### src/rtl/uart_tx_pkg.sv
// uart_tx_pkg: seeds, state encoding and LFSR feedback shared by the UART blocks
package uart_tx_pkg;
  localparam logic [10:0] SLOW_FULL_DEF = 11'h78c;
  localparam logic [10:0] FAST_FULL_DEF = 11'h68e;
  typedef enum logic [3:0] {IDLE, START, D0, D1, D2, D3, D4, D5, D6, D7, STOP} state_t;
  function automatic logic [10:0] lfsr_step(input logic [10:0] l);
    return {l[9:0], l[10] ^ l[8]};
  endfunction
endpackage

### src/rtl/uart_bit_timer.sv
// uart_bit_timer: LFSR bit-period timer; tc pulses once per period, rate latched on load
module uart_bit_timer
  import uart_tx_pkg::*;
#(
  parameter logic [10:0] SLOW_FULL = SLOW_FULL_DEF,
  parameter logic [10:0] FAST_FULL = FAST_FULL_DEF
) (
  input  logic clk,
  input  logic rst,
  input  logic load,
  input  logic high_speed,
  output logic tc
);
  logic [10:0] lfsr;
  logic        fast;
  assign tc = &lfsr;
  always_ff @(posedge clk or negedge rst)
    if (!rst) begin
      lfsr <= SLOW_FULL;
      fast <= 1'b0;
    end else if (load) begin
      lfsr <= high_speed ? FAST_FULL : SLOW_FULL;
      fast <= high_speed;
    end else begin
      lfsr <= tc ? (fast ? FAST_FULL : SLOW_FULL) : lfsr_step(lfsr);
    end
endmodule

### src/rtl/uart_tx.sv
// uart_tx: 8n1 transmitter with a one-byte holding buffer and seamless back-to-back frames
module uart_tx
  import uart_tx_pkg::*;
#(
  parameter logic [10:0] SLOW_FULL = SLOW_FULL_DEF,
  parameter logic [10:0] FAST_FULL = FAST_FULL_DEF
) (
  input  logic       clk,
  input  logic       rst,
  input  logic [7:0] data,
  input  logic       valid,
  output logic       ready,
  output logic       tx,
  input  logic       high_speed,
  output logic       busy
);
  state_t     state, state_d;
  logic [7:0] hold_byte, sh, sh_d;
  logic       hold_valid, tc, accept, start, line;
  assign ready  = ~hold_valid;
  assign accept = valid & ~hold_valid;
  assign start  = hold_valid & (state == IDLE | (state == STOP & tc));
  uart_bit_timer #(.SLOW_FULL(SLOW_FULL), .FAST_FULL(FAST_FULL)) u_timer (
    .clk(clk), .rst(rst), .load(start), .high_speed(high_speed), .tc(tc)
  );
  always_comb begin
    state_d = state;
    sh_d    = sh;
    if (start) begin
      state_d = START;
      sh_d    = hold_byte;
    end else if (state == STOP && tc) begin
      state_d = IDLE;
    end else if (state != IDLE && tc) begin
      state_d = state_t'(state + 4'd1);
      sh_d    = state == START ? sh : sh >> 1;
    end
  end
  // tx is registered from the current symbol, so the line trails the state by one cycle
  assign line = state == START ? 1'b0 : (state >= D0 && state <= D7) ? sh[0] : 1'b1;
  always_ff @(posedge clk or negedge rst)
    if (!rst) begin
      state      <= IDLE;
      sh         <= '0;
      hold_byte  <= '0;
      hold_valid <= 1'b0;
      tx         <= 1'b1;
      busy       <= 1'b0;
    end else begin
      state      <= state_d;
      sh         <= sh_d;
      hold_byte  <= accept ? data : hold_byte;
      hold_valid <= start ? 1'b0 : accept ? 1'b1 : hold_valid;
      tx         <= line;
      busy       <= state != IDLE || hold_valid;
    end
endmodule

### config.mk
export PLATFORM = sky130hd
export DESIGN_NAME = uart_tx
export DESIGN_NICKNAME = d
export VERILOG_FILES = /design/src/rtl/uart_tx_pkg.sv /design/src/rtl/uart_bit_timer.sv /design/src/rtl/uart_tx.sv
export SDC_FILE = /design/constraint.sdc
export NUM_CORES = 1
export LEC_CHECK = 0
export ABC_AREA = 1
export CAP_MARGIN = 5
export CORE_UTILIZATION = 40
export DETAILED_ROUTE_END_ITERATION = 8
export HOLD_SLACK_MARGIN = 0.02
export PLACE_DENSITY = 0.66
export RECOVER_POWER = 25
export SKIP_LAST_GASP = 1
export SYNTH_ARGS = -nofsm -noshare
export SYNTH_HDL_FRONTEND = slang
export SYNTH_HIERARCHICAL = 1
export SYNTH_SLANG_ARGS = --single-unit
### constraint.sdc
create_clock -name clk -period 2.6 [get_ports clk]
set_input_delay 0.39 -clock clk [delete_from_list [all_inputs] [get_ports clk]]
set_output_delay 0.39 -clock clk [all_outputs]
set_load 0.01 [all_outputs]
==> impl_results.md <==
- Status: finished, violations left
- Violated checks: max-capacitance violations, max-slew violations
- Clk buf depth: 2
- Hold endpoint: u_timer/lfsr[7]
- Commonest register cell after synthesis: dfrtp_1
- Total CTS buffers: 5
- IO buf count: 14
- Flops & latches, synth: 35
- Final WL: 2840 um
- Max_cap viols: 1
- Core footprint: 3799 um^2
- Reg2Reg Setup Slack: 310 ps
- CP endpoint kind: flip-flop
- Syn nets: 197
- Via count: 1174
- Vias per cell: 4.753
- Pre-Repair DR Iteration Count: 4
- Fin nets: 215
- Tmin final: 2286 ps
- CTS root buffer: clkbuf_8
- Worst slew margin: -0.1909
- Antenna Nets Post-Route: 0
- Clock skew: 5.020 ps
- Commonest cells post-synth: nand2_1, dfrtp_1, nand3_1, inv_1, nor2_1
- Setup repair after global routing missed its margin: false
- Post-synth EDFFs: 0
- Worst Path Max Fanout: 21
- Peak VDD IR: 551.7 uV
- Row Count: 22
- Setup violators final: 0
- Share of cells above drive strength 1: 0.1910
- Post-CTS Resized: 0
- Tightest Pin Transition: 1786 ps
- Top cell by count, worst path: inv_1
- Gr usage total: 0.1597
- Die W: 65.99 um
- GP Congestion: 0.8219
- Post-CTS Setup Bufs: 0
- Critical Path AT: 2460 ps
- Hold path depth: 1
- Number of remaining DRC errors: 0
- Global-route wire length before repair: 5168 um
- Diodes inserted: 0
- Sequential element share of the synthesized area: 0.5401
- Final Cycle Share: 0.8793
- Post-Syn Area: 1638 um^2
- Number of synthesis warnings: 6
- Main area contributors after synthesis: dfrtp_1, dfstp_2, nand2_1
- Startpoint types: flip-flop
- WHS: 488.3 ps
- # fillers: 362
- H-tree Lvls: 2
- Fin. Hold Viols: 0
- Cells after Synth: 180
- Crit path cell chain: nand2_1, nor2_1, nand3_1, inv_1, nand2_1, inv_1, nand2_2, nand2_4, nand2_4, inv_1, nor2_1, a21oi_1, a21oi_2
- WP data required: 2770 ps
- Critical path depth: 13
- Count leader, synth: nand2_1
- Initial Util: 0.4312
- FMAX: 437.4 MHz
- Syn-to-layout area delta: 18.03%
- Gr ovfl total: 0
- Vias in the first global route: 1137
- Worst hold path class: flip-flop to flip-flop
- Area leader, netlist: dfrtp_1
- Count of final max-slew check failures: 36
- Final core utilization: 0.5089
- Hold buffer count at CTS: 0
- CP Class: flip-flop to flip-flop
- FF-to-FF path depth: 13
- RR Endpoint: u_timer/lfsr[1]
- Worst hold start: u_timer/lfsr[6]
- CP delay by family, top: simple AND/OR/NAND/NOR gates
- Synth unique cells: 23
- Pin count of the biggest net entering global routing: 36
- CTS tree: built
- Slowest CP cell: dfstp_2
- Worst Path Buf+Inv: 3
- Pwr Total: 1.783 mW
- # IOs: 15
- Clock slew at reported path FFs: 70 ps
- Power per Cell Area: 922.4 nW/um^2
- Syn_area_per_cell: 9.099 um^2
- Async SR Flop Fraction: 1.000
- Die Height: 65.99 um
- WL/cell: 11.50 um
- Die area: 4355 um^2
- Register area: 884.6 um^2
- Clock Sinks: 35
- Worst skew pair latency: 280 ps
- Static Leak: 0.9785 nW
- Yosys top cell area share: 0.4278
- HPWL after DPL: 2077 um
- CP max stage delay: 560 ps
- Initial drt markers: 65
- Initial antenna violation count: 0
- Post-route setup TNS: 0 ps
- Multi-input logic area: 655.6 um^2
- Critical R2R Launch: u_timer/lfsr[8]
==> placed cells by master, fill, tap and decap left out, types with 2 or more instances in the layout <==
cell,n
nand2_2,4
ha_1,5
clkdlybuf4s50_1,13
o21ai_0,5
nand2_4,2
a21oi_2,2
mux2_2,7
inv_1,18
clkbuf_8,6
dfrtp_1,28
nand3_1,20
a21oi_1,6
nor2_1,13
dfstp_2,7
nand2_1,48
or2_2,5
==> final cells by class <==
| type | instances | area share |
|---|---|---|
| Multi-Input combinational cell | 122 | 0.3392 |
| Inverter | 19 | 0.03689 |
| Tap cell | 48 | 0.03107 |
| Clock buffer | 6 | 0.04272 |
| Clock inverter | 2 | 0.01812 |
| Sequential cell | 35 | 0.4576 |
| Timing Repair Buffer | 15 | 0.07443 |
==> kinds of logic after synthesis <==
| logic type | synth area share |
|---|---|
| DFF | 0.5401 |
| buffers and inverters | 0.05958 |
| adders and majority gates | 0.03820 |
| and+or+nand+nor | 0.2620 |
| muxes | 0.04813 |
| AOI/OAI and AO/OA | 0.05195 |
==> per-stage QoR <==
| step | instances | cell area [um^2] | worst slack [ps] |
|---|---|---|---|
| 5_1_grt | 247 | 1933 | 37.67 |
| 3_5_place_dp | 239 | 1819 | 332.1 |
| 4_1_cts | 247 | 1937 | 319.5 |
| 6_report | 247 | 1933 | 313.9 |
| 2_1_floorplan | 180 | 1638 | 652.2 |
| 3_3_place_gp | 239 | 1819 | 477.7 |
==> layer usage <==
layer / part of all wire / vias up / global-route usage / wire length (um)
met3: 0.044 / 2 / 0.05345 / 125
met5: 0 / - / 0 / 0
met1: 0.50 / 539 / 0.2099 / 1413
met2: 0.45 / 28 / 0.2449 / 1282
li1: - / 605 / - / -
met4: 0.0067 / 0 / 0.05585 / 19
==> flip-flops by register name, summed over array words and instances (netlist names) <==
name	cells
busy	1
tx	1
sh	8
hold_byte	8
u_timer/lfsr	11
hold_valid	1
state	4
u_timer/fast	1
==> where the power goes <==
group | total [mW] | switching, mW | internal (mW)
logic | 0.390 | 0.196 | 0.194
registers | 0.896 | 0.122 | 0.773
clock network | 0.498 | 0.188 | 0.310
==> worst reg2reg max path, cell delays in order (launching register included) <==
cell and delay [ps]:
dfstp_2 560, nand2_1 50, nor2_1 120, nand3_1 120, inv_1 130, nand2_1 60
inv_1 60, nand2_2 100, nand2_4 130, nand2_4 150, inv_1 270, nor2_1 130
a21oi_1 210, a21oi_2 80
==> how the worst max path moves through the flow <==
stage,from,to
floorplan,u_timer/lfsr[8],u_timer/lfsr[1]
global placement,u_timer/lfsr[7],u_timer/lfsr[1]
detailed placement,u_timer/lfsr[8],u_timer/lfsr[1]
CTS,u_timer/lfsr[8],u_timer/lfsr[1]
global route,rst,state[2]
finish,u_timer/lfsr[8],u_timer/lfsr[1]
Power figures use the tool's default switching activity.
